### src/rtl/hex_frame_arbiter.sv
// hex_frame_arbiter
// Hands ownership of a hex/OLED display between two requesters (A and B).
// Ownership and the displayed data word only change at a frame boundary.
// A boundary is the scan position re-entering (0,0) from any other position.
// An owner that still requests keeps the display for at least C_min_frames
// frames before the other requester may take it over.
//
// Build option: define HEX_ARB_BLANK_EN to blank the data word (all zero)
// whenever a boundary leaves the arbiter idle. Without it, the last word is
// held while idle.
module hex_frame_arbiter #(
    parameter int C_data_len   = 128,
    parameter int C_x_size     = 128,
    parameter int C_y_size     = 64,
    parameter int C_min_frames = 4      // 1..255
) (
    input  logic                          clk_i,
    input  logic                          rst_ni,
    input  logic                          req_a_i,
    input  logic                          req_b_i,
    input  logic [C_data_len-1:0]         data_a_i,
    input  logic [C_data_len-1:0]         data_b_i,
    input  logic [$clog2(C_x_size)-1:0]   x_i,
    input  logic [$clog2(C_y_size)-1:0]   y_i,
    output logic                          grant_a_o,
    output logic                          grant_b_o,
    output logic [C_data_len-1:0]         data_o,
    output logic                          frame_tick_o
);

    typedef enum logic [1:0] {
        ST_IDLE  = 2'd0,
        ST_OWN_A = 2'd1,
        ST_OWN_B = 2'd2
    } state_t;

    // The counter saturates at C_min_frames, which fits in 8 bits for 1..255.
    localparam logic [7:0] MIN_F  = 8'(C_min_frames);
    localparam logic [7:0] MIN_M1 = 8'(C_min_frames - 1);

    state_t                       state_q, state_d, arb_next;
    logic [7:0]                   cnt_q, cnt_d;
    logic [C_data_len-1:0]        data_q, data_d;
    logic                         tick_q, tick_d;
    logic                         last_b_q, last_b_d;   // 1: last owner was B
    logic [$clog2(C_x_size)-1:0]  x_prev_q;
    logic [$clog2(C_y_size)-1:0]  y_prev_q;

    logic at_origin;
    logic prev_origin;
    logic boundary;
    logic hold_done;

    // Boundary: now at (0,0) while the previous cycle was elsewhere, so a
    // scan parked at (0,0) yields a single boundary. The previous position
    // resets to (0,0), forcing the scan to leave and re-enter after reset.
    assign at_origin   = (x_i == '0) && (y_i == '0);
    assign prev_origin = (x_prev_q == '0) && (y_prev_q == '0);
    assign boundary    = at_origin && !prev_origin;

    // cnt_q counts frames completed before the current one; the frame that
    // ends at this boundary also counts, hence the comparison with min-1.
    assign hold_done = (cnt_q >= MIN_M1);

    // Track the previous scan position every cycle.
    always_ff @(posedge clk_i or negedge rst_ni) begin
        if (!rst_ni) begin
            x_prev_q <= '0;
            y_prev_q <= '0;
        end else begin
            x_prev_q <= x_i;
            y_prev_q <= y_i;
        end
    end

    // Arbitration decision: the owner for the next frame, assuming a boundary.
    always_comb begin
        arb_next = state_q;
        case (state_q)
            ST_IDLE: begin
                if (req_a_i && req_b_i) begin
                    arb_next = last_b_q ? ST_OWN_A : ST_OWN_B;
                end else if (req_a_i) begin
                    arb_next = ST_OWN_A;
                end else if (req_b_i) begin
                    arb_next = ST_OWN_B;
                end else begin
                    arb_next = ST_IDLE;
                end
            end
            ST_OWN_A: begin
                if (!req_a_i) begin
                    arb_next = req_b_i ? ST_OWN_B : ST_IDLE;
                end else if (req_b_i && hold_done) begin
                    arb_next = ST_OWN_B;
                end else begin
                    arb_next = ST_OWN_A;
                end
            end
            ST_OWN_B: begin
                if (!req_b_i) begin
                    arb_next = req_a_i ? ST_OWN_A : ST_IDLE;
                end else if (req_a_i && hold_done) begin
                    arb_next = ST_OWN_A;
                end else begin
                    arb_next = ST_OWN_B;
                end
            end
            default: arb_next = ST_IDLE;
        endcase
    end

    // Next-state and output update, applied only when a boundary is seen.
    always_comb begin
        state_d  = state_q;
        cnt_d    = cnt_q;
        data_d   = data_q;
        last_b_d = last_b_q;
        tick_d   = 1'b0;
        if (boundary) begin
            tick_d  = 1'b1;
            state_d = arb_next;
            // Ownership changes restart the hold count; a kept owner
            // accumulates frames up to the saturation value.
            if (arb_next != state_q) begin
                cnt_d = 8'd0;
            end else if (arb_next != ST_IDLE && cnt_q < MIN_F) begin
                cnt_d = cnt_q + 8'd1;
            end
            case (arb_next)
                ST_OWN_A: begin
                    data_d   = data_a_i;
                    last_b_d = 1'b0;
                end
                ST_OWN_B: begin
                    data_d   = data_b_i;
                    last_b_d = 1'b1;
                end
                default: begin
`ifdef HEX_ARB_BLANK_EN
                    data_d = '0;
`else
                    data_d = data_q;
`endif
                end
            endcase
        end
    end

    // State, counter and output registers.
    always_ff @(posedge clk_i or negedge rst_ni) begin
        if (!rst_ni) begin
            state_q  <= ST_IDLE;
            cnt_q    <= 8'd0;
            data_q   <= '0;
            tick_q   <= 1'b0;
            last_b_q <= 1'b1;
        end else begin
            state_q  <= state_d;
            cnt_q    <= cnt_d;
            data_q   <= data_d;
            tick_q   <= tick_d;
            last_b_q <= last_b_d;
        end
    end

    assign grant_a_o    = (state_q == ST_OWN_A);
    assign grant_b_o    = (state_q == ST_OWN_B);
    assign data_o       = data_q;
    assign frame_tick_o = tick_q;

endmodule
### config.mk
export PLATFORM = sky130hd
export DESIGN_NAME = hex_frame_arbiter
export DESIGN_NICKNAME = d
export VERILOG_FILES = /design/src/rtl/hex_frame_arbiter.sv
export SDC_FILE = /design/constraint.sdc
export NUM_CORES = 1
export LEC_CHECK = 0
export CORE_AREA = 8 8 153 155
export CTS_CLUSTER_DIAMETER = 40
export CTS_CLUSTER_SIZE = 40
export DETAILED_ROUTE_END_ITERATION = 6
export DIE_AREA = 0 0 161 163
export PLACE_DENSITY_LB_ADDON = 0.08
export SLEW_MARGIN = 15
export SYNTH_ARGS = -nofsm -noshare
export SYNTH_HDL_FRONTEND = slang
export SYNTH_SLANG_ARGS = --single-unit
### constraint.sdc
create_clock -name clk_i -period 4.7 [get_ports clk_i]
set_input_delay 0.47 -clock clk_i [delete_from_list [all_inputs] [get_ports clk_i]]
set_output_delay 0.47 -clock clk_i [all_outputs]
set_load 0.05 [all_outputs]
==> results of run 1 <==
per-stage QoR:
step	area (um2)	utilization	total power, mW
after floorplan	7720	-	1.50
after global placement	12000	0.576	1.79
after detailed placement	12000	0.576	1.80
after global routing	12600	0.605	3.29
after CTS	12600	0.605	3.20
final	12600	0.605	3.16
cells in the final DEF, fill, tap and decap left out, drive strengths merged:
cell           netlist  layout
clkdlybuf4s50        0     402
mux2               259     259
dfrtp              152     152
clkbuf              16      18
buf                 14       8
nor2b                7       7
inv                  3       7
nand2                5       5
nor4                 5       5
clkinv               1       5
o21ai                5       5
diode                0       4
nor2                 4       4
clkinvlp             0       4
a21oi                3       3
nor3                 3       3
ha                   3       3
or4                  2       2
a22o                 2       2
bufinv               0       2
nand4                2       2
nand3                1       1
mux2i                1       1
a21o                 1       1
xor2                 1       1
nand3b               1       1
o32ai                1       1
and2                 1       1
a31oi                1       1
nor3b                1       1
dfstp                1       1
cells in the mapped netlist, drive strengths merged, types with 2 or more instances:
cell type | instances | share of area
inv | 3 | 0.0015
a21oi | 3 | 0.0019
or4 | 2 | 0.0019
nand2 | 5 | 0.0028
nor2 | 4 | 0.0019
buf | 14 | 0.020
nand4 | 2 | 0.0024
nor3 | 3 | 0.0026
nor4 | 5 | 0.0049
clkbuf | 16 | 0.0078
ha | 3 | 0.0049
a22o | 2 | 0.0023
mux2 | 259 | 0.43
o21ai | 5 | 0.0032
nor2b | 7 | 0.0057
dfrtp | 152 | 0.49
path summary, 6_finish.rpt:
check	from	endpoint	slack, ns	depth (start not counted)
min in group clk_i	data_o[97]	data_o[97]	0.49	1
setup / recovery	cnt_q[2]	data_o[118]	1.17	8
hold / removal	rst_ni	data_o[90]	0.07	1
setup reg to reg	cnt_q[2]	data_o[118]	1.17	8
hold reg to reg	data_o[97]	data_o[97]	0.49	1
max in group asynchronous	rst_ni	data_o[126]	3.45	2
kinds of logic (layout without fill, tap and decap cells):
group / count (synthesis) / after routing / share of synthesized area
buf+inv: 34 / 446 / 0.0295
flops: 153 / 153 / 0.496
fa+ha+maj: 3 / 3 / 0.00486
compound gates: 13 / 13 / 0.0104
mux: 260 / 260 / 0.433
other cells: 0 / 4 / 0
xor+xnor: 1 / 1 / 0.00113
simple gates: 32 / 32 / 0.0256
power by group through the flow:
stage	Combinational, mW	Sequential [mW]	Clock, mW
floorplan	0.140	1.36	0
global placement	0.437	1.35	0
detailed placement	0.443	1.35	0
CTS	0.446	1.33	1.43
global route	0.471	1.33	1.49
finish	0.440	1.33	1.39
state kept, by name, indices dropped and copies added (netlist names):
name          flops
data_o          128
cnt_q             8
x_prev_q          7
y_prev_q          6
state_q           2
frame_tick_o      1
last_b_q          1
layout make-up:
type | count | area share
Clock inverter | 14 | 0.0131
Timing Repair Buffer | 410 | 0.326
Inverter | 4 | 0.00129
Clock buffer | 18 | 0.0348
Sequential cell | 153 | 0.304
Tap cell | 275 | 0.0273
Multi-Input combinational cell | 309 | 0.293
Antenna cell | 4 | 0.000794
worst register-to-register path: stages, from the launching register on:
cell and delay, ns:
dfrtp_1 0.38, or4_1 0.56, nor4_2 0.31, mux2_1 0.38
nand3_1 0.18, ha_4 0.35, buf_4 0.57, mux2_2 0.42
mux2_4 0.27
metal layers:
metal,GRT usage,vias up
li1,-,2592
met1,0.199,2684
met2,0.326,254
met3,0.0733,32
met4,0.0901,0
met5,0,-
==> flow_summary.yaml, run 1 <==
power:
  vdd_drop_max_uv: 166
  p_sw_mw: 0.718
  swShare: 0.227
  seq_power_share: 0.421
  pwr-share-comb: 0.139
  pwr-share-clk: 0.440
  leakage_nw: 5.78
  internal-power_mw: 2.44
  powerDensity_nw_per_um2: 250
clock_tree:
  clk_pin_slew_ns: 0.06
  root_buffer: "clkbuf_16"
  numCtsBuffers: 17
  postCtsResizedCells: 0
  htree_levels: 4
  cts_tree: "yes"
  clock_path_buffers: 2
  cts_sinks: 153
  insertion_delay_ns: 0.42
  hold_buffers: 0
  postCtsSetupRepairBufs: 0
timing:
  finalHoldViolCount: 0
  worst_slack_ns: 1.17
  rsz0062_at_grt: "no"
  slew_violations: 0
  maxSlewHeadroom: 0.544
  period_share: 0.751
  tightest_slew_ns: 0.683
  fin_worst_skew_ns: 0.0120
  whs_ns: 0.0661
  period_needed_ns: 3.53
  timing.fmax_mhz: 283
  setup_tns_ns: 0
  finalSetupViolations: 0
route:
  first_iter_violations: 264
  met3_length_mm: 2.04
  wl_met2_mm: 12.9
  drt_drc_violations_left: 0
  dr.pass1.iters: 4
  wirelength_mm: 25.0
  highest_layer: "met4"
  drtAntennaViolNets: 0
  vias: 5562
  wl_per_cell_um: 21.1
  m1WireLength_mm: 9.41
  viasPerCell: 4.69
place:
  io_buffers: 403
  placedCellCount: 1151
  place_congestion: 0.811
  place_ws_ns: 1.16
  hpwl_mm: 19.5
floorplanning:
  start_util: 0.371
  die-area_um2: 26200
  num_rows: 53
  core_um2: 20800
  fp.dieH_um: 163
  pin_count: 404
  die_x_um: 161
yosys:
  synth_edf_count: 0
  netlist-cell-type-count: 35
  synthFlopType: "dfrtp_1"
  async_flop_share: 1.00
  ys_seq_elements: 153
  synth_cells: 496
  synth_fp_nets: 772
  yosys_warnings: 0
  avgSynthCellArea_um2: 15.6
  synthesis.area_um2: 7720
  synth_seq_area_share: 0.496
cells_and_area:
  n_fill_cell: 1664
  drive_gt1_frac: 0.315
  fin_cells: 1187
  area_delta_synth_final_pct: 63.3
  final_nets: 1171
  multiInputGateArea_um2: 3690
  regArea_um2: 3830
critical_path:
  setup.worst_path.start_class: "register"
  slowest_delay_ns: 0.56
  crit_type: "register to register"
  path_buf_inv: 1
  crit_fanout: 44
  required_ns: 4.99
  slowest_stage: "or4_1"
  path_delay_family: "multiplexers"
  cp-end-kind: "register"
  crit_chain: "or4_1 -> nor4_2 -> mux2_1 -> nand3_1 -> ha_4 -> buf_4 -> mux2_2 -> mux2_4"
  arrival_ns: 3.82
global_routing:
  grt_pass1_vias: 6651
  antenna_found_initial: 4
  track_usage: 0.189
  grt_max_degree: 76
  grt-ovfl-total: 0
  grt_pass1_wl_mm: 38.3
flow_run:
  drv_cap: 0
hold_path:
  hold_path_class: "primary input to asynchronous set/reset pin"
status:
  outcome: "finished, final reports clean"
(Power assumes the default switching activity.)
==> run 2: changes to the inputs <==
--- a/config.mk
+++ b/config.mk
@@ -5,11 +5,11 @@
 export SDC_FILE = /design/constraint.sdc
 export NUM_CORES = 1
 export LEC_CHECK = 0
-export CORE_AREA = 8 8 153 155
+export CORE_MARGIN = 8
+export CORE_UTILIZATION = 36
 export CTS_CLUSTER_DIAMETER = 40
 export CTS_CLUSTER_SIZE = 40
 export DETAILED_ROUTE_END_ITERATION = 6
-export DIE_AREA = 0 0 161 163
 export PLACE_DENSITY_LB_ADDON = 0.08
 export SLEW_MARGIN = 15
 export SYNTH_ARGS = -nofsm -noshare
==> constraint.sdc (replaced) <==
create_clock -name clk_i -period 3 [get_ports clk_i]
set_input_delay 0.3 -clock clk_i [delete_from_list [all_inputs] [get_ports clk_i]]
set_output_delay 0.3 -clock clk_i [all_outputs]
set_load 0.05 [all_outputs]
==> run 2 against run 1 <==
Sequential share of layout area is 1.4 points lower. First-iteration DRC count is 26% lower. Clock power is 58% higher. Utilization is 2.4 points higher. Highest routed layer unchanged. Setup slack worse by 1.1 ns. Power is 60% higher. Combinational power is 77% higher. Clock skew hardly changed.
==> flow_summary.yaml, run 2 (synthesis gave the netlist of run 1 again) <==
status:
  outcome: "finished, final reports clean"
cells_and_area:
  fin_cells: 1212
  design_area_um2: 13200
  layout_common_cells: "402 x clkdlybuf4s50_1, 152 x dfrtp_1, 128 x mux2_2, 128 x mux2_4, 26 x clkbuf_16"
  drive_gt1_frac: 0.356
  area_delta_synth_final_pct: 71.4
  largest_reg_flops: 128
  postLayoutCoreUtil: 0.630
  final_nets: 1200
  mostFrequentLayoutCell: "clkdlybuf4s50_1"
critical_path:
  setup.worst_path.start_class: "register"
  path_buf_inv: 4
  r2r_slack_ns: 0.03
  crit_type: "register to register"
  required_ns: 3.30
  cp.depth: 11
  arrival_ns: 3.27
  reg2reg_from: "cnt_q[6]"
  crit_fanout: 9
  path_delay_family: "simple AND/OR/NAND/NOR gates"
  r2r_cells: 11
  timing.rr.end: "data_o[86]"
  endpoint: "data_o[86]"
  cp-end-kind: "register"
  slowest_delay_ns: 0.56
  slowest_stage: "or4_4"
  crit_chain: "or4_4 -> nor4_4 -> buf_4 -> mux2i_1 -> a21o_1 -> inv_2 -> ha_4 -> buf_12 -> clkbuf_16 -> mux2_2 -> mux2_1"
  startpoint: "cnt_q[6]"
route:
  wirelength_mm: 27.9
  wl_per_cell_um: 23.0
  viasPerCell: 4.76
  first_iter_violations: 195
  dr.pass1.iters: 4
  drtAntennaViolNets: 0
  vias: 5769
  drt_drc_violations_left: 0
timing:
  tightest_slew_ns: 0.769
  slew_violations: 0
  maxSlewHeadroom: 0.487
  setup_tns_ns: 0
  worst_slack_ns: 0.0297
  fin_worst_skew_ns: 0.0116
  period_needed_ns: 2.97
  timing.fmax_mhz: 337
  whs_ns: 0.352
  rsz0062_at_grt: "yes"
  finalSetupViolations: 0
  period_share: 0.990
  finalHoldViolCount: 0
power:
  finalPower_mw: 5.05
  leakage_nw: 6.12
  vdd_drop_max_uv: 358
  powerDensity_nw_per_um2: 381
flow_run:
  drv_cap: 0
floorplanning:
  die-area_um2: 26400
  fp.dieH_um: 162
  start_util: 0.367
  num_rows: 53
  pin_count: 404
  die_x_um: 162
  core_um2: 21000
hold_path:
  min_from: "y_i[5]"
  hold_path_class: "primary input to register"
place:
  io_buffers: 403
  hpwl_mm: 20.8
  place_area_um2: 12200
  placedCellCount: 1160
  place_congestion: 0.767
  place_ws_ns: 0.0108
clock_tree:
  clk_pin_slew_ns: 0.06
  cts_sinks: 153
  insertion_delay_ns: 0.42
  htree_levels: 4
  root_buffer: "clkbuf_16"
  cts_tree: "yes"
  clock_path_buffers: 2
  numCtsBuffers: 17
global_routing:
  grt_pass1_vias: 6536
  grt_max_degree: 80
  grt_pass1_wl_mm: 39.6
  track_usage: 0.195
  grt-ovfl-total: 0
  antenna_found_initial: 1
-- run 2: worst reg2reg max path: stages (launching register included) --
cell and delay [ns]:
dfrtp_1 0.37, or4_4 0.56, nor4_4 0.26, buf_4 0.16
mux2i_1 0.20, a21o_1 0.19, inv_2 0.06, ha_4 0.19
buf_12 0.16, clkbuf_16 0.17, mux2_2 0.27, mux2_1 0.27
-- run 2: power breakdown --
| part | leakage [nW] | switching (mW) | internal, mW | total (mW) |
|---|---|---|---|---|
| Combinational | 3.72 | 0.244 | 0.534 | 0.779 |
| Sequential | 2.10 | 0.00555 | 2.08 | 2.08 |
| Clock | 0.289 | 0.863 | 1.32 | 2.19 |
| Total | 6.12 | 1.11 | 3.94 | 5.05 |
-- run 2: how the worst min path moves through the flow --
stage	depth (start not counted)	endpoint	slack, ns
after global routing	1	y_prev_q[5]	0.33
final	1	y_prev_q[5]	0.35
after floorplan	0	cnt_q[0]	0.004
after CTS	1	x_prev_q[5]	0.33
after global placement	1	data_o[18]	0.39
after detailed placement	1	data_o[18]	0.40
-- run 2: repair_timing --
| action | in CTS | in global routing |
|---|---|---|
| setup endpoints to repair | 5 | 115 |
| gates resized for setup | 1 | 38 |
| setup buffers | 0 | 7 |
| hold buffers | 1 | 0 |
| hold endpoints to repair | 76 | 0 |
| cloned | 0 | 12 |
| pin swaps | 1 | 4 |
-- run 2: layer usage --
metal,up-vias,global-route usage,wire (um)
li1,2659,-,-
met1,2809,0.209,10400
met2,273,0.342,14400
met3,28,0.0806,2560
met4,0,0.0665,580
met5,-,0,0
-- run 2: area by class of cell --
class	instances	area (um2)
inverters	4	16.3
diodes	1	2.50
multi-input cells	309	3780
well taps	275	344
clock inverters	12	148
repair buffers	439	4670
flip-flops and latches	153	3830
fillers	1600	7780
clock buffers	19	443
